`src/rtl/image_receiver.sv`:
```
// image_receiver: 8N1 UART byte receiver that pairs bytes into 12-bit pixels and writes
// NUM_PIXELS addressed pixels after each START_PIXEL marker. Define IMAGE_RECEIVER_TIMEOUT_EN for stall abort.
module image_receiver #(
    parameter int          NUM_PIXELS     = 100,
    parameter int          CLK_FREQ       = 50_000_000,
    parameter int          BAUD_RATE      = 115200,
    parameter logic [11:0] START_PIXEL    = 12'h00A,
    parameter int          TIMEOUT_CYCLES = 5_000_000
) (
    input  logic        clk,
    input  logic        rst,
    input  logic        uart_in,
    output logic [11:0] pixel_out,
    output logic [16:0] address,
    output logic        pixel_valid,
    output logic        frame_done,
    output logic        frame_error,
    output logic        rx_busy
);
    // state   | meaning
    // IDLE    | pairing bytes, hunting for START_PIXEL
    // RECEIVE | writing pixels to address 0..NUM_PIXELS-1
    // DONE    | one-cycle frame_done, then back to IDLE

    localparam int          DIV       = CLK_FREQ / BAUD_RATE;
    localparam int          CW        = $clog2(DIV + 1);
    localparam logic [CW-1:0] HALF_LOAD = CW'(DIV / 2 - 1);
    localparam logic [CW-1:0] FULL_LOAD = CW'(DIV - 1);
    localparam logic [16:0] LAST_ADDR = 17'(NUM_PIXELS - 1);

    typedef enum logic [1:0] {RX_IDLE, RX_START, RX_DATA, RX_STOP} rx_state_t;
    typedef enum logic [1:0] {IDLE, RECEIVE, DONE} state_t;

    logic uart_s1, uart_s2, uart_prev;

    always_ff @(posedge clk) begin
        if (rst) begin
            uart_s1   <= 1'b1;
            uart_s2   <= 1'b1;
            uart_prev <= 1'b1;
        end else begin
            uart_s1   <= uart_in;
            uart_s2   <= uart_s1;
            uart_prev <= uart_s2;
        end
    end

    rx_state_t     rx_state, rx_state_n;
    logic [CW-1:0] bit_cnt, bit_cnt_n;
    logic [2:0]    bit_idx, bit_idx_n;
    logic [7:0]    rx_shift, rx_shift_n;
    logic          bit_tick, byte_ok, byte_bad;

    assign bit_tick = (bit_cnt == '0);
    assign byte_ok  = (rx_state == RX_STOP) && bit_tick && uart_s2;
    assign byte_bad = (rx_state == RX_STOP) && bit_tick && !uart_s2;

    always_ff @(posedge clk) begin
        if (rst) begin
            rx_state <= RX_IDLE;
            bit_cnt  <= '0;
            bit_idx  <= '0;
            rx_shift <= '0;
        end else begin
            rx_state <= rx_state_n;
            bit_cnt  <= bit_cnt_n;
            bit_idx  <= bit_idx_n;
            rx_shift <= rx_shift_n;
        end
    end

    always_comb begin
        rx_state_n = rx_state;
        bit_cnt_n  = bit_tick ? bit_cnt : bit_cnt - 1'b1;
        bit_idx_n  = bit_idx;
        rx_shift_n = rx_shift;
        case (rx_state)
            RX_IDLE: if (uart_prev && !uart_s2) begin
                rx_state_n = RX_START;
                bit_cnt_n  = HALF_LOAD;
            end
            RX_START: if (bit_tick) begin
                if (uart_s2) begin
                    rx_state_n = RX_IDLE;
                end else begin
                    rx_state_n = RX_DATA;
                    bit_cnt_n  = FULL_LOAD;
                    bit_idx_n  = 3'd0;
                end
            end
            RX_DATA: if (bit_tick) begin
                rx_shift_n = {uart_s2, rx_shift[7:1]};
                bit_cnt_n  = FULL_LOAD;
                bit_idx_n  = bit_idx + 3'd1;
                if (bit_idx == 3'd7) rx_state_n = RX_STOP;
            end
            RX_STOP: if (bit_tick) rx_state_n = RX_IDLE;
            default: rx_state_n = RX_IDLE;
        endcase
    end

    state_t      state, state_n;
    logic        byte_phase, phase_n;
    logic [3:0]  hi_nib, hi_n;
    logic [16:0] addr_n;
    logic [11:0] pix_n;
    logic        pv_n, done_n, err_n, timeout;

`ifdef IMAGE_RECEIVER_TIMEOUT_EN
    localparam int TW = $clog2(TIMEOUT_CYCLES + 1);
    logic [TW-1:0] to_cnt;
    logic          to_run;

    assign to_run  = (state == RECEIVE) || ((state == IDLE) && byte_phase);
    assign timeout = to_run && (to_cnt == TW'(1));

    always_ff @(posedge clk) begin
        if (rst || byte_ok || byte_bad || !to_run || timeout) to_cnt <= TW'(TIMEOUT_CYCLES);
        else                                                  to_cnt <= to_cnt - 1'b1;
    end
`else
    // Stall abort not built; a stalled frame waits for more bytes.
    assign timeout = (TIMEOUT_CYCLES < 0);
`endif

    always_ff @(posedge clk) begin
        if (rst) begin
            state       <= IDLE;
            byte_phase  <= 1'b0;
            hi_nib      <= '0;
            address     <= '0;
            pixel_out   <= '0;
            pixel_valid <= 1'b0;
            frame_done  <= 1'b0;
            frame_error <= 1'b0;
        end else begin
            state       <= state_n;
            byte_phase  <= phase_n;
            hi_nib      <= hi_n;
            address     <= addr_n;
            pixel_out   <= pix_n;
            pixel_valid <= pv_n;
            frame_done  <= done_n;
            frame_error <= err_n;
        end
    end

    always_comb begin
        state_n = state;
        phase_n = byte_phase;
        hi_n    = hi_nib;
        addr_n  = address;
        pix_n   = pixel_out;
        pv_n    = 1'b0;
        done_n  = 1'b0;
        err_n   = 1'b0;
        case (state)
            IDLE: if (byte_ok) begin
                if (!byte_phase) begin
                    hi_n    = rx_shift[3:0];
                    phase_n = 1'b1;
                end else begin
                    phase_n = 1'b0;
                    if ({hi_nib, rx_shift} == START_PIXEL) begin
                        state_n = RECEIVE;
                        addr_n  = '0;
                    end
                end
            end
            RECEIVE: begin
                if (pixel_valid) begin
                    if (address == LAST_ADDR) state_n = DONE;
                    else                      addr_n  = address + 17'd1;
                end
                if (byte_ok) begin
                    if (!byte_phase) begin
                        hi_n    = rx_shift[3:0];
                        phase_n = 1'b1;
                    end else begin
                        phase_n = 1'b0;
                        pix_n   = {hi_nib, rx_shift};
                        pv_n    = 1'b1;
                    end
                end
            end
            DONE:    state_n = IDLE;
            default: state_n = IDLE;
        endcase
        // Bad stop bit or stall: drop any half pixel and abandon the frame.
        if (byte_bad || timeout) begin
            err_n   = 1'b1;
            phase_n = 1'b0;
            if (state == RECEIVE) state_n = IDLE;
        end
        done_n = (state == RECEIVE) && (state_n == DONE);
        if (state_n != state) phase_n = 1'b0;
    end

    assign rx_busy = (state == RECEIVE);

endmodule

```
`config.mk`:
```
export PLATFORM = sky130hd
export DESIGN_NAME = image_receiver
export DESIGN_NICKNAME = d
export VERILOG_FILES = /design/src/rtl/image_receiver.sv
export SDC_FILE = /design/constraint.sdc
export NUM_CORES = 1
export LEC_CHECK = 0
export ABC_AREA = 0
export CAP_MARGIN = 20
export CORE_MARGIN = 10
export CORE_UTILIZATION = 30
export CTS_CLUSTER_SIZE = 10
export DETAILED_ROUTE_END_ITERATION = 10
export HOLD_SLACK_MARGIN = 0.1
export SLEW_MARGIN = 20
export SYNTH_ARGS = -nofsm -noshare
export SYNTH_HDL_FRONTEND = slang
export SYNTH_SLANG_ARGS = --single-unit
```
`constraint.sdc`:
```
create_clock -name clk -period 2.05 [get_ports clk]
set_clock_uncertainty 0.2 [all_clocks]
set_input_delay 0.3075 -clock clk [delete_from_list [all_inputs] [get_ports clk]]
set_output_delay 0.3075 -clock clk [all_outputs]
set_load 0.01 [all_outputs]
```
==> results of run 1 <==
[state kept, by name, summed over array words and instances, names as in the netlist, named ones only]
register,count
address,17
bit_cnt,9
bit_idx,3
byte_phase,1
frame_done,1
frame_error,1
hi_nib,4
pixel_out,12
pixel_valid,1
rx_shift,8
rx_state,1
state,2
uart_prev,1
uart_s1,1
uart_s2,1
[path summary, 6_finish.rpt]
| check | from | to | slack (ns) | cells past startpoint |
|---|---|---|---|---|
| worst max-delay path | bit_cnt[7]$_SDFF_PP0_ | address[14]$_SDFFE_PP0P_ | -0.06 | 6 |
| worst min-delay path | uart_s1$_SDFF_PP1_ | uart_s2$_SDFF_PP1_ | 0.21 | 1 |
| worst max register to register | bit_cnt[7]$_SDFF_PP0_ | address[14]$_SDFFE_PP0P_ | -0.06 | 6 |
| worst min register to register | uart_s1$_SDFF_PP1_ | uart_s2$_SDFF_PP1_ | 0.21 | 1 |
[power by group through the flow]
stage | clock network, mW | logic (mW) | registers [mW]
after floorplan | 0 | 0.569 | 1.41
after global placement | 0 | 0.913 | 1.41
after detailed placement | 0 | 0.939 | 1.42
after CTS | 1.20 | 1.01 | 1.39
after global routing | 1.26 | 1.23 | 1.40
final | 1.18 | 1.14 | 1.40
[synthesized netlist by cell type (all sizes together), types with 3 or more instances]
cell    number
dfxtp       64
nand2       57
a21oi       47
nor2        20
clkbuf      13
nand4       11
nor3        11
o21ai       11
or3         10
and2         8
nor4         8
nand3        7
or4          7
ha           6
o31ai        5
or2          5
buf          4
inv          4
mux2i        4
nand2b       4
nor4b        4
xnor2        4
a22oi        3
and3         3
and4         3
nand3b       3
[logic make-up after synthesis]
kind of cell    synth area share
simple gates               0.318
xor+xnor                  0.0148
flops                      0.433
fa+ha+maj                 0.0254
buf+inv                   0.0436
compound gates             0.148
mux                       0.0173
[per-stage QoR]
stage	hold slack, ns	cell area (µm²)	power [mW]	utilization
detailed placement	0.194	3890	2.35	0.402
global route	0.244	4340	3.90	0.448
floorplan	0.189	3000	1.98	-
CTS	0.212	4160	3.60	0.430
finish	0.210	4340	3.71	0.448
global placement	0.197	3890	2.32	0.402
[metal layers]
| metal | up-vias | track usage | routed length (µm) |
|---|---|---|---|
| li1 | 1442 | - | - |
| met5 | - | 0 | 0 |
| met3 | 11 | 0.0350 | 375 |
| met2 | 51 | 0.189 | 4140 |
| met4 | 0 | 0.0430 | 148 |
| met1 | 1371 | 0.136 | 3710 |
[worst register-to-register path, delay by kind of cell, from the launching register on]
family                 cells  cell delay, ns
DFF                        1            0.36
buffers and inverters      1            0.16
AOI/OAI and AO/OA          2            0.23
and+or+nand+nor            3            1.11
[what timing repair did]
action	CTS	global route
gates resized for setup	9	30
buffers inserted	1	5
setup endpoints to repair	16	29
gates cloned	0	1
pin swaps	7	7
hold buffers	0	0
[cell type report]
class                   instances  area [µm²]  area share
inverters                       4        15.0     0.00346
repair buffers                103         901       0.208
multi-input cells             261        1750       0.402
well taps                     133         166      0.0384
clock buffers                  10         149      0.0343
flip-flops and latches         64        1300       0.299
clock inverters                 6        63.8      0.0147
==> flow_summary.yaml, run 1 <==
status:
  status: "complete, but fails checks"
  violations: "negative setup slack"
final_layout:
  drive_above_1_share: 0.324
  final_common_cell: "buf_4"
  mostFrequentLayoutCells: "buf_4 (64), nand2_1 (57), dfxtp_1 (57)"
  fin_cells: 581
  areaGrowthSynthToFinish_pct: 46.6
  num-fill-cells: 971
  final_nets: 452
  antenna_cells: 0
route:
  vias: 2875
  wire_per_inst_um: 14.4
  remaining_drc_errors: 0
  drt_iter0_drc: 95
  routed_via_density: 4.95
  first_pass_iters: 4
  ant_nets: 0
  drt_wl_total_um: 8370
placement:
  placedCellCount: 558
  hpwl_um: 5820
  dp_slack_ns: -0.111
  portBuffers: 35
  gp_congestion: 0.895
clocking:
  clock_sinks: 64
  tritoncts: "built"
  clock_latency_ns: 0.35
  clkTransAtPathRegs_ns: 0.08
  cts_buffers: 9
  ctsHtreeMaxLevel: 3
  clockRootBuffer: "clkbuf_8"
  clk_path_buf_depth: 2
setup_path:
  cp_top_family: "simple AND/OR/NAND/NOR gates"
  crit_path_cell_trace: "nor4_4 -> and4_4 -> a22oi_4 -> buf_12 -> or4_4 -> a21oi_2"
  setup.worst_path.start_class: "flop"
  critPathRequiredTime_ns: 2.14
  crit_arrival_ns: 2.20
  path_buf_inv: 1
  critPathMaxFanout: 31
  worstSetupPathType: "reg -> reg"
  max_stage_delay_ns: 0.52
  cpMaxStageDelayCell: "or4_4"
  crit_path_end_kind: "flop"
synthesis:
  ys_types: 53
  synth_edf_count: 0
  yosys-top-cells-area: "dfxtp_1 (43%), a21oi_1 (7.9%), nand2_1 (7.2%)"
  syn_area_per_cell_um2: 8.53
  yosysTopAreaCellShare: 0.433
  syn-num-nets: 356
  yosys_warnings: 0
  ys_seq_elements: 64
  synth_ff_type: "dfxtp_1"
  synth-seq-area-share: 0.433
  async_flop_share: 0
  synthesis.area_mm2: 0.00296
  netlist_instances: 347
  synth_top_cell_by_area: "dfxtp_1"
sta:
  tns_ns: -0.206
  finalMaxSlewViolations: 0
  hold_viol: 0
  fin_ws_ns: -0.0593
  finalCriticalPeriod_ns: 2.11
  relSlewSlack: 0.783
  finalSetupViolations: 11
  fmax_mhz: 474
  tightest_slew_ns: 0.323
  rsz0062_at_grt: "true"
  period_share: 1.03
die:
  rows: 36
  dieWidth_um: 119
  core-area_mm2: 0.00968
  dieArea_mm2: 0.0142
  die_h_um: 119
  ios: 36
  initial_core_util: 0.306
grt:
  overflow: 0
  grt_max_degree: 32
  first_global_vias: 2811
  antenna_found_initial: 0
  grt_pass1_wl_um: 13600
  grt_usage: 0.114
pwr:
  p_seq_frac: 0.376
  ir_drop_mv: 0.322
  swShare: 0.306
  p_sw_mw: 1.14
  internal_power_mw: 2.58
  p_leak_nw: 1.57
  p_comb_frac: 0.307
  powerDensity_mw_per_mm2: 856
  pwr-share-clk: 0.318
hold_path:
  hp-class: "reg -> reg"
flow_run:
  cap_violations: 0
Power figures use the tool's default switching activity.
==> run 2, diff against run 1 <==
CORE_ASPECT_RATIO = 0.8   (was not set)
==> run 2 against run 1 <==
Compared with the run above: the flow still finishes with violations (negative setup slack); hold slack hardly changed; die area grew 0.18%; maximum frequency decreased by 1.5%; sequential share of layout area fell by 0.66 points; clock power grew 29%; critical path type unchanged.
==> flow_summary.yaml, run 2 (synthesis gave the netlist of run 1 again) <==
clocking:
  clk_path_buf_depth: 2
  cts_buffers: 9
  cts_hold_buf: 0
  clock_latency_ns: 0.32
  clkTransAtPathRegs_ns: 0.05
  ctsHtreeMaxLevel: 3
  tritoncts: "built"
  clock_sinks: 64
  clockRootBuffer: "clkbuf_16"
sta:
  fin_ws_ns: -0.0914
  period_share: 1.04
  finalSetupViolations: 14
  rsz0062_at_grt: "true"
  tightest_slew_ns: 0.394
  finalMaxSlewViolations: 0
  finalCriticalPeriod_ns: 2.14
  fmax_mhz: 467
  relSlewSlack: 0.738
  tns_ns: -0.704
  hold_viol: 0
placement:
  hpwl_um: 5770
  portBuffers: 35
  placedCellCount: 555
  gp_congestion: 0.851
setup_path:
  crit_arrival_ns: 2.19
  crit_path_cell_trace: "nor4_4 -> and4_4 -> a22oi_4 -> buf_6 -> or3_2 -> a21oi_1"
  path_depth: 6
  critPathRequiredTime_ns: 2.10
  cp_top_family: "simple AND/OR/NAND/NOR gates"
  path_buf_inv: 1
  crit_path_end_kind: "flop"
  rrSetupSlack_ns: -0.09
  r2r_cells: 6
  worstSetupPathType: "reg -> reg"
  cpMaxStageDelayCell: "or3_2"
  setup.worst_path.start_class: "flop"
  critPathMaxFanout: 7
  max_stage_delay_ns: 0.45
die:
  rows: 32
  core-area_mm2: 0.00965
  initial_core_util: 0.307
  dieWidth_um: 131
  die_h_um: 109
  ios: 36
  dieArea_mm2: 0.0143
flow_run:
  cap_violations: 0
final_layout:
  final_nets: 450
  top_regs: "address x17, pixel_out x12, bit_cnt x9"
  fin_util: 0.462
  largest_reg_flops: 17
  areaGrowthSynthToFinish_pct: 50.8
  top_register: "address"
  mostFrequentLayoutCells: "buf_4 (59), nand2_1 (56), dfxtp_1 (51)"
  fin_cells: 582
  drive_above_1_share: 0.341
  antenna_cells: 0
  final_common_cell: "buf_4"
route:
  drt_iter0_drc: 135
  drt_wl_total_um: 8450
  vias: 2868
  wire_per_inst_um: 14.5
  remaining_drc_errors: 0
  routed_via_density: 4.93
  ant_nets: 0
  first_pass_iters: 4
grt:
  grtUsageMet3: 0.0388
  antenna_found_initial: 0
  first_global_vias: 2709
  grt_max_degree: 26
  groute.layer.met1.usage: 0.151
  overflow: 0
  busiest_layer: "met2"
  grt_usage: 0.118
  use_met2: 0.183
  grt_pass1_wl_um: 13500
hold_path:
  hp-class: "reg -> reg"
  holdPathStages: 1
status:
  status: "complete, but fails checks"
  violations: "negative setup slack"
pwr:
  p_leak_nw: 1.62
  power_mw: 4.02
  ir_drop_mv: 0.407
  powerDensity_mw_per_mm2: 901
[run 2: changes by cell type in the layout (fill, tap and decap cells not counted), sizes merged]
cell	change
dlygate4sd2	-1
buf	-4
dlymetal6s2s	+1
inv	-2
clkbuf	+5
clkinv	-1
[run 2: layout make-up]
type / count / area [µm²]
Timing Repair Buffer: 101 / 911
Clock buffer: 13 / 260
Sequential cell: 64 / 1310
Tap cell: 136 / 170
Clock inverter: 3 / 40.0
Inverter: 4 / 15.0
Fill cell: 898 / 5190
Multi-Input combinational cell: 261 / 1760
[run 2: where the power goes]
part	switching (mW)	leakage (nW)	internal [mW]
Sequential	0.0783	0.524	1.32
Combinational	0.495	0.945	0.607
Clock	0.518	0.150	1.00
[run 2: worst register-to-register path, delay by kind of cell (launching register included)]
family                 cells  cell delay, ns
and+or+nand+nor            3            1.06
AOI/OAI and AO/OA          2            0.29
DFF                        1            0.35
buffers and inverters      1            0.17
[run 2: final timing paths]
check,from,endpoint
worst max register to register,bit_cnt[5]$_SDFF_PP0_,address[3]$_SDFFE_PP0P_
worst min-delay path,uart_s1$_SDFF_PP1_,uart_s2$_SDFF_PP1_
worst max-delay path,bit_cnt[5]$_SDFF_PP0_,address[3]$_SDFFE_PP0P_
worst min register to register,uart_s1$_SDFF_PP1_,uart_s2$_SDFF_PP1_
[run 2: per-stage QoR]
step / area (µm²) / hold slack (ns) / setup WS [ns]
global placement: 3830 / 0.197 / -0.0303
floorplan: 3000 / 0.189 / -0.0126
finish: 4460 / 0.209 / -0.0914
CTS: 4200 / 0.208 / -0.0569
detailed placement: 3830 / 0.193 / -0.114
global route: 4460 / 0.264 / -0.136
[run 2: per-layer routing]
layer | wire, µm | vias up | part of all wire
li1 | - | 1437 | -
met1 | 3980 | 1364 | 0.47
met2 | 3980 | 61 | 0.47
met3 | 412 | 6 | 0.049
met4 | 80 | 0 | 0.0095
met5 | 0 | - | 0
[run 2: repair_timing]
action                                  in CTS  in global routing
gates cloned                                 0                  3
pin swaps                                   11                 23
endpoints found under the setup margin      14                 47
gates resized for setup                     11                 46
buffers inserted                             2                  7
==> run 3, diff against run 2 <==
SLEW_MARGIN = 10   (was 20)
==> results of run 3 <==
The final DEF is identical to that of run 2; final timing and power are the same.
